File: src/rtl/fifo_rd_pkg.sv
`default_nettype none
// ============================================================================
// Module : fifo_rd_pkg
// Brief  : Shared state type and helpers for the FIFO pack reader.
// Rev    : 1.0 - initial release
// ============================================================================
package fifo_rd_pkg;

  typedef enum logic [0:0] {
    S_FILL  = 1'b0,
    S_FLUSH = 1'b1
  } state_e;

  localparam int unsigned KEEP_MAX = 32;

  function automatic int unsigned cnt_width(input int unsigned ratio);
    return unsigned'($clog2(ratio + 1));
  endfunction

  // (1 << n) - 1, built bitwise so n == KEEP_MAX does not overflow
  function automatic logic [KEEP_MAX-1:0] keep_mask(input int unsigned n);
    logic [KEEP_MAX-1:0] m;
    m = '0;
    for (int unsigned i = 0; i < KEEP_MAX; i++) m[i] = (i < n);
    return m;
  endfunction

endpackage
`default_nettype wire

File: src/rtl/fifo_rd_outreg.sv
`default_nettype none
// ============================================================================
// Module : fifo_rd_outreg
// Brief  : Valid/ready output holding register for packed beats.
// Rev    : 1.0 - initial release
// ============================================================================
module fifo_rd_outreg #(
  parameter int unsigned DATA_W = 32,
  parameter int unsigned KEEP_W = 4
) (
  input  logic              clk,
  input  logic              rst,
  input  logic              ld_i,
  input  logic [DATA_W-1:0] data_i,
  input  logic [KEEP_W-1:0] keep_i,
  input  logic              last_i,
  input  logic              ready_i,
  output logic              valid_o,
  output logic [DATA_W-1:0] data_o,
  output logic [KEEP_W-1:0] keep_o,
  output logic              last_o,
  output logic              free_o
);

  logic              valid_q;
  logic [DATA_W-1:0] data_q;
  logic [KEEP_W-1:0] keep_q;
  logic              last_q;

  assign free_o  = ~valid_q | ready_i;
  assign valid_o = valid_q;
  assign data_o  = data_q;
  assign keep_o  = keep_q;
  assign last_o  = last_q;

  // ld_i is only raised by the owner while free_o is high
  always_ff @(posedge clk or posedge rst) begin
    if (rst) begin
      valid_q <= 1'b0;
      data_q  <= '0;
      keep_q  <= '0;
      last_q  <= 1'b0;
    end else if (ld_i) begin
      valid_q <= 1'b1;
      data_q  <= data_i;
      keep_q  <= keep_i;
      last_q  <= last_i;
    end else if (ready_i) begin
      valid_q <= 1'b0;
    end
  end

endmodule
`default_nettype wire

File: src/rtl/fifo_pack_reader.sv
`default_nettype none
// ============================================================================
// Module : fifo_pack_reader
// Brief  : Drains a bypass FIFO, packs RATIO words per beat onto a valid/ready
//          port; FIFO_RD_TIMEOUT_EN adds an idle auto-flush.
// Rev    : 1.0 - initial release
// ============================================================================
module fifo_pack_reader
  import fifo_rd_pkg::*;
#(
  parameter int unsigned WIDTH   = 8,
  parameter int unsigned RATIO   = 4,
  parameter int unsigned TIMEOUT = 16
) (
  input  logic                   clk,
  input  logic                   rst,
  input  logic                   fifo_empty,
  input  logic [WIDTH-1:0]       fifo_rdat,
  output logic                   fifo_pop,
  input  logic                   flush,
  output logic                   m_valid,
  input  logic                   m_ready,
  output logic [WIDTH*RATIO-1:0] m_data,
  output logic [RATIO-1:0]       m_keep,
  output logic                   m_last
);

  localparam int unsigned      C_CNT_W     = cnt_width(RATIO);
  localparam logic [C_CNT_W-1:0] C_LAST_SLOT = C_CNT_W'(RATIO - 1);

  if (RATIO < 2 || RATIO > KEEP_MAX || TIMEOUT < 1) begin : g_bad_params
    $error("fifo_pack_reader: unsupported RATIO or TIMEOUT");
  end

  state_e                      state_q, state_d;
  logic [C_CNT_W-1:0]          cnt_q, cnt_d;
  logic [RATIO-1:0][WIDTH-1:0] acc_q;

  logic                        w_out_free;
  logic                        w_pop;
  logic                        w_timeout;
  logic                        w_flush_req;
  logic                        w_emit;
  logic                        w_last;
  logic                        w_acc_we;
  logic [C_CNT_W-1:0]          w_n;
  logic [WIDTH*RATIO-1:0]      w_beat;
  logic [RATIO-1:0]            w_keep;

  assign w_pop       = ~rst & ~fifo_empty & ((cnt_q < C_LAST_SLOT) | w_out_free);
  assign fifo_pop    = w_pop;
  assign w_flush_req = flush | w_timeout;
  assign w_n         = cnt_q + C_CNT_W'(w_pop);
  assign w_keep      = RATIO'(keep_mask(32'(w_n)));
  assign w_last      = (state_q == S_FLUSH) | w_flush_req;
  // A full beat in S_FILL always has out_free, since popping the last slot requires it
  assign w_emit      = ((state_q == S_FILL) & w_pop & (cnt_q == C_LAST_SLOT)) |
                       ((state_q == S_FLUSH) & w_out_free);

  always_comb begin
    w_beat = '0;
    for (int unsigned i = 0; i < RATIO; i++) begin
      if (C_CNT_W'(i) < cnt_q) begin
        w_beat[i*WIDTH +: WIDTH] = acc_q[i];
      end else if ((C_CNT_W'(i) == cnt_q) && w_pop) begin
        w_beat[i*WIDTH +: WIDTH] = fifo_rdat;
      end
    end
  end

  always_comb begin
    state_d  = state_q;
    cnt_d    = cnt_q;
    w_acc_we = 1'b0;
    if (w_emit) begin
      state_d = S_FILL;
      cnt_d   = '0;
    end else begin
      if (w_pop) begin
        w_acc_we = 1'b1;
        cnt_d    = cnt_q + C_CNT_W'(1);
      end
      if ((state_q == S_FILL) && w_flush_req && ((cnt_q != '0) || w_pop)) begin
        state_d = S_FLUSH;
      end
    end
  end

  always_ff @(posedge clk or posedge rst) begin
    if (rst) begin
      state_q <= S_FILL;
      cnt_q   <= '0;
      acc_q   <= '0;
    end else begin
      state_q <= state_d;
      cnt_q   <= cnt_d;
      for (int unsigned i = 0; i < RATIO; i++) begin
        if (w_acc_we && (cnt_q == C_CNT_W'(i))) acc_q[i] <= fifo_rdat;
      end
    end
  end

`ifdef FIFO_RD_TIMEOUT_EN
  localparam int unsigned C_IDLE_W = unsigned'($clog2(TIMEOUT + 1));

  logic [C_IDLE_W-1:0] idle_q;

  assign w_timeout = (state_q == S_FILL) & (cnt_q != '0) & ~w_pop &
                     (idle_q == C_IDLE_W'(TIMEOUT - 1));

  always_ff @(posedge clk or posedge rst) begin
    if (rst) begin
      idle_q <= '0;
    end else if (w_pop || w_emit || (state_q != S_FILL) || (cnt_q == '0) || w_timeout) begin
      idle_q <= '0;
    end else begin
      idle_q <= idle_q + C_IDLE_W'(1);
    end
  end
`else
  assign w_timeout = 1'b0;
`endif

  fifo_rd_outreg #(
    .DATA_W (WIDTH * RATIO),
    .KEEP_W (RATIO)
  ) u_outreg (
    .clk     (clk),
    .rst     (rst),
    .ld_i    (w_emit),
    .data_i  (w_beat),
    .keep_i  (w_keep),
    .last_i  (w_last),
    .ready_i (m_ready),
    .valid_o (m_valid),
    .data_o  (m_data),
    .keep_o  (m_keep),
    .last_o  (m_last),
    .free_o  (w_out_free)
  );

endmodule
`default_nettype wire

File: config.mk
export PLATFORM = sky130hd
export DESIGN_NAME = fifo_pack_reader
export DESIGN_NICKNAME = d
export VERILOG_FILES = /design/src/rtl/fifo_rd_pkg.sv /design/src/rtl/fifo_rd_outreg.sv /design/src/rtl/fifo_pack_reader.sv
export SDC_FILE = /design/constraint.sdc
export NUM_CORES = 1
export LEC_CHECK = 0
export BUFFER_PORTS_ARGS = -buffer_cell sky130_fd_sc_hd__buf_4
export CAP_MARGIN = 20
export CORE_MARGIN = 2
export CORE_UTILIZATION = 60
export CTS_CLUSTER_DIAMETER = 60
export CTS_CLUSTER_SIZE = 24
export DETAILED_ROUTE_END_ITERATION = 8
export PLACE_DENSITY = 0.95
export RECOVER_POWER = 100
export SYNTH_ARGS = -nofsm -noshare
export SYNTH_HDL_FRONTEND = slang
export SYNTH_SLANG_ARGS = --single-unit
File: constraint.sdc
create_clock -name clk -period 5.6 [get_ports clk]
set_input_delay 0 -clock clk [delete_from_list [all_inputs] [get_ports clk]]
set_output_delay 0 -clock clk [all_outputs]
set_load 0.05 [all_outputs]
# After elaboration in Yosys (flattened, before gate mapping)
# Cells that the tools add are included.
# Widths: inputs -> output; s select.
dict set report classes {
  add_sub_neg 2
  magnitude_cmp 9
  n_eq_ne 6
  mux 16
  bitwise 13
  n_reduce_logical 16
}
# cell count
set ops {}
lappend ops {{$mux 8} 8}
lappend ops {{$lt 1x3->1 const A} 4}
lappend ops {{$lt 2x3->1 const A} 4}
lappend ops {{$logic_and 1x1->1} 10}
lappend ops {{$eq 2x3->1 const A} 2}
lappend ops {{$eq 3x2->1 const B} 2}
lappend ops {{$mux 1} 6}
lappend ops {{$mux 3} 2}
lappend ops {{$reduce_bool 2->1} 3}
lappend ops {{$and 1x1->1} 5}
lappend ops {{$not 1->1} 4}
lappend ops {{$or 1x1->1} 4}
lappend ops {{$add 3x1->3} 1}
lappend ops {{$add 3x1->3 const B} 1}
lappend ops {{$eq 1x3->1 const A} 1}
lappend ops {{$eq 3x1->1 const B} 1}
lappend ops {{$logic_not 3->1} 1}
lappend ops {{$lt 3x2->1 const B} 1}
lappend ops {{$reduce_bool 3->1} 1}
lappend ops {{$logic_or 1x1->1} 1}
dict set report word_totals {
  register_bits 74
  out_inout_bits 39
  word_cells 72
}

# Logic depth before layout (Yosys ltp)
dict set report logic_depth {
  word_depth 9
  depth_mapped 9
  ltp_nobuf 8
}

# Hierarchy
# Synthesis repeated with hierarchy kept, for this count alone.
dict set report hier_totals {
  hier_cells 248
  hier_area_um2 3340.7
}
# module n_inst cells_per_inst area_per_inst_um2 seq_area_each_um2
set by_module_without_submodules {}
lappend by_module_without_submodules {fifo_pack_reader 1 166 1846.8 900.9}
lappend by_module_without_submodules {fifo_rd_outreg 1 82 1493.9 950.9}

# Worst setup path before layout
# No wires, ideal clock.
dict set report synth_timing {
  path_type {register -> register}
  start {register u_outreg.valid_q (netlist: u_outreg.valid_o)}
  end {register u_outreg.keep_q[0] (netlist: u_outreg.keep_o[0])}
  t_arrival_ns 2.730
  t_required_ns 5.475
  setup_slack_ns 2.746
  path_stages_with_launch 8
  path_buffers 0
  synth_period_minus_slack_ns 2.854
  path_cell_list {dfrtp_1 > nand2b_1 > o21ai_0 > inv_1 > ha_1 > ha_1 > or3_1 > mux2_2}
}
dict set report synth_via {
  elab_chain_cells 7
}
# element line_no
set synth_rtl {}
lappend synth_rtl {{start, declared} fifo_rd_outreg.sv:25} ;# logic valid_q;
lappend synth_rtl {{start signal, assigned} fifo_rd_outreg.sv:39} ;# valid_q <= 1'b0;
lappend synth_rtl {{start signal, assigned} fifo_rd_outreg.sv:44} ;# valid_q <= 1'b1;
lappend synth_rtl {{start signal, assigned} fifo_rd_outreg.sv:49} ;# valid_q <= 1'b0;
lappend synth_rtl {{$not 1->1 *} fifo_rd_outreg.sv:30} ;# assign free_o = ~valid_q | ready_i;
lappend synth_rtl {{$or 1x1->1 *} fifo_rd_outreg.sv:30}
lappend synth_rtl {{$or 1x1->1 *} fifo_pack_reader.sv:50} ;# assign w_pop = ~rst & ~fifo_empty & ((cnt_q < C_LAST_SLOT) | w_out_free);
lappend synth_rtl {{$and 1x1->1 *} fifo_pack_reader.sv:50}
lappend synth_rtl {{via fifo_pop} fifo_pack_reader.sv:19} ;# output logic fifo_pop,
lappend synth_rtl {{branches (longest 3 deep; another with $add 3x1->3)} -}
lappend synth_rtl {{end signal, assigned} fifo_rd_outreg.sv:46} ;# keep_q <= keep_i;
lappend synth_rtl {{end, declared} fifo_rd_outreg.sv:27} ;# logic [KEEP_W-1:0] keep_q;
# Mark *: on every way through the listed nets, which the timed path passes.
# A chain may end at the register's enable or synchronous reset.

# Worst setup path after layout
dict set report layout_timing {
  start {register cnt_q[2]}
  end {register u_outreg.data_q[2] (netlist: u_outreg.data_o[2])}
}
dict set report layout_via {
  elab_chain_cells 6
}
# element line_no
set layout_rtl {}
lappend layout_rtl {{start, declared} fifo_pack_reader.sv:36} ;# logic [C_CNT_W-1:0] cnt_q, cnt_d;
lappend layout_rtl {{start signal, assigned} fifo_pack_reader.sv:96} ;# cnt_q <= cnt_d;
lappend layout_rtl {{$lt 3x2->1} fifo_pack_reader.sv:50}
lappend layout_rtl {{$or 1x1->1} fifo_pack_reader.sv:50}
lappend layout_rtl {{$and 1x1->1} fifo_pack_reader.sv:50}
lappend layout_rtl {{$and 1x1->1 or $logic_and 1x1->1 (tied branches)} {fifo_pack_reader.sv:57, fifo_pack_reader.sv:65}}
lappend layout_rtl {{$and 1x1->1 or $mux 8 (tied branches)} {fifo_pack_reader.sv:57, fifo_pack_reader.sv:65}}
lappend layout_rtl {{$or 1x1->1 or $mux 8 (tied branches)} {fifo_pack_reader.sv:57, fifo_pack_reader.sv:63}}
lappend layout_rtl {{end signal, assigned} fifo_rd_outreg.sv:45} ;# data_q <= data_i;
lappend layout_rtl {{end, declared} fifo_rd_outreg.sv:26} ;# logic [DATA_W-1:0] data_q;
# Several ways; a longest one is shown, not always the timed one.

==> impl_metrics.yaml <==
setup_path:
  crit_family: "compound AO/OA/AOI/OAI gates"
  startpoint: "cnt_q[2]"
  cp.depth: 5
  worstRegToRegCells: 5
  r2r_end: "u_outreg.data_o[2]"
  path_cells: "nor3_1 -> nand3_1 -> a21oi_1 -> buf_16 -> mux2_2"
  cp.arrival_ps: 3870
  endpoint: "u_outreg.data_o[2]"
  reg2reg_from: "cnt_q[2]"
  reg2reg_slack_ps: 1960
  start_kind: "register"
  cpPeakStageDelay_ps: 1390
  crit_path_max_fanout: 24
  end_kind: "register"
  critical_path_class: "register to register"
  required_ps: 5830
  path_buf_inv: 1
  worst_path_max_delay_cell: "a21oi_1"
cts:
  htree_levels: 3
  numCtsBuffers: 9
  clk_pin_slew_ps: 70
  clk_path_buf_depth: 2
  cts_root_buf: "clkbuf_8"
  clock-sinks: 74
  clk_latency_ps: 340
  cts_tree: "built"
logic_synthesis:
  yosysMostFrequentCell: "dfrtp_1"
  ys_top_cells_by_area: "dfrtp_1 57%, mux2_2 17%, a22o_1 6.4%"
  netlist-cell-type-count: 36
  synth_enable_flop_cells: 0
  yosysWarnings: 0
  synthTopCellsByCount: "74 x dfrtp_1, 49 x mux2_2, 24 x a22o_1"
  synthDominantCellAreaShare_pct: 56.5
  synth-seq-cells: 74
  synth_area_mm2: 0.00328
  yosysTopAreaCell: "dfrtp_1"
  syn_avg_cell_area_um2: 13.2
  synthFlopType: "dfrtp_1"
  synth_seq_area_share_pct: 56.5
  synthCells: 249
  async_reset_ff_share_pct: 100
  synth_nets: 267
place:
  dp_hpwl_um: 4630
  port_buffers: 51
  place_congestion: 0.844
sta:
  rsz0062_at_grt: "no"
  finalHoldViolCount: 0
  relSlewSlack_pct: -57.5
  fin_crit_ps: 3640
  min_period_over_period_pct: 65.0
  finalSetupViolCount: 0
  fmax_mhz: 275
  finClkSkew_ps: 6.81
  fin_tns_setup_ps: 0
  worst_pin_slew_ps: 2360
  maxSlewViolCount: 64
global_route:
  gr-total-overflow: 0
  grt_usage_pct: 24.4
  grt_first_pass_wirelength_um: 11200
  grt_max_degree: 47
  grt_pass1_vias: 2234
  antenna_found_initial: 0
final_layout:
  drive_gt1_share_pct: 25.2
  n_antenna_cell: 0
  nFillCells: 390
  syn_to_final_growth_pct: 14.5
  nNetsFinal: 320
floorplanning:
  initial_core_util_pct: 63.0
  dieArea_mm2: 0.00607
  core_area_mm2: 0.00520
  rows: 26
  io_pins: 52
  die-height_um: 77.9
  die_width_um: 77.9
power:
  switching_share_pct: 44.3
  power.internal_mw: 1.33
  power_frac_seq_pct: 37.0
  p_leak_nw: 1.75
  powerDensity_mw_per_mm2: 635
  combPwrFrac_pct: 47.7
  power.switching_mw: 1.05
  power_frac_clock_pct: 15.3
  total_power_mw: 2.38
  ir_worst_vdd_mv: 0.333
job:
  maxCapViolations: 2
routing:
  wl_per_cell_um: 18.1
  via_per_inst: 5.82
  final_antenna_net_count: 0
  num_vias: 2190
  first_pass_iters: 4
  drtIter0Drc: 109
  drc: 0
  finalWirelength_um: 6790
min_path:
  hp-start: "fifo_empty"
  min_path_type: "input pin to register"
status:
  status: "finished, violations left"
  violations: "capacitance limit, slew limit"
-- cells by family (layout without fill, tap and decap cells) --
group	Yosys count	count (layout)	share of synthesized area (%)
simple gates	22	22	3.93
xor+xnor	3	3	0.802
flops	74	74	56.5
compound gates	63	63	15.1
mux	52	52	17.8
fa+ha+maj	5	5	1.91
buf+inv	30	87	3.97
-- how the worst min path moves through the flow --
stage / to / slack [ps] / cells past startpoint
finish: cnt_q[2] / 130 / 5
global route: cnt_q[2] / 180 / 5
CTS: cnt_q[2] / 150 / 5
detailed placement: u_outreg.data_o[18] / 140 / 2
global placement: u_outreg.data_o[18] / 130 / 2
floorplan: acc_q[10] / 150 / 1
-- metal layers --
metal	GRT usage [%]	up-vias	part of all wire [%]
met5	0	-	0
met4	12.5	0	2.6
met3	3.95	17	6.5
met2	38.3	69	48
met1	33.3	1092	43
li1	-	1012	-
-- state kept, by name, indices dropped and copies added (netlist names) --
signal / flops
acc_q: 32
cnt_q: 3
state_q: 1
u_outreg.data_o: 32
u_outreg.keep_o: 4
u_outreg.last_o: 1
u_outreg.valid_o: 1
-- power by group through the flow --
stage	sequential, mW	combinational (mW)	clock (mW)
finish	0.881	1.14	0.363
global route	0.912	1.21	0.392
CTS	0.889	1.26	0.366
detailed placement	0.898	1.25	0
global placement	0.888	1.19	0
floorplan	1.24	0.562	0
-- final cells by class --
class                   count  area, µm²  share of cell area [%]
multi-input cells         145       1240                    33.2
flip-flops and latches     74       1850                    49.4
repair buffers             63        364                    9.71
inverters                   9       33.8                   0.901
clock inverters             3       15.0                   0.400
well taps                  70       87.6                    2.33
clock buffers              12        155                    4.14
-- worst register-to-register path, delay by kind of cell, from the launching register on --
family / cells / cell delay, ps
AOI/OAI and AO/OA: 1 / 1390
and+or+nand+nor: 2 / 920
DFF: 1 / 590
muxes: 1 / 360
buffers and inverters: 1 / 270
-- placed cells by master, fill, tap and decap left out, types with 2 or more instances in the layout --
cell | synthesis | routed
or3_1 | 2 | 2
nor2_1 | 8 | 8
dfrtp_1 | 74 | 74
clkbuf_1 | 13 | 42
clkinv_2 | 0 | 3
mux2i_1 | 2 | 2
o21ai_0 | 10 | 11
ha_1 | 5 | 5
a22o_1 | 24 | 24
buf_4 | 3 | 11
xor2_1 | 2 | 2
mux2_2 | 49 | 49
a311oi_1 | 1 | 2
clkbuf_8 | 0 | 11
dlygate4sd3_1 | 0 | 10
a21oi_1 | 11 | 12
and3_1 | 2 | 2
nand2_1 | 2 | 2
a2bb2oi_1 | 9 | 9
o211ai_1 | 1 | 3
inv_1 | 9 | 9
-- what timing repair did --
action                    in CTS  in global routing
resized for setup              0                  0
hold endpoints to repair      53                  0
hold buffers                  10                  0
buffers inserted               0                  0
-- metrics by stage --
| step | std cells | hold WS, ps | area (µm²) | util (%) | setup WS (ps) |
|---|---|---|---|---|---|
| 2_1_floorplan | 249 | 151 | 3280 | - | 2750 |
| 3_3_place_gp | 350 | 131 | 3670 | 70.4 | 2840 |
| 3_5_place_dp | 351 | 141 | 3690 | 71.0 | 2780 |
| 4_1_cts | 376 | 146 | 3960 | 76.2 | 2770 |
| 5_1_grt | 376 | 177 | 3750 | 72.1 | 1560 |
| 6_report | 376 | 134 | 3750 | 72.1 | 1960 |
No activity file was read; power rests on OpenSTA's default activity.
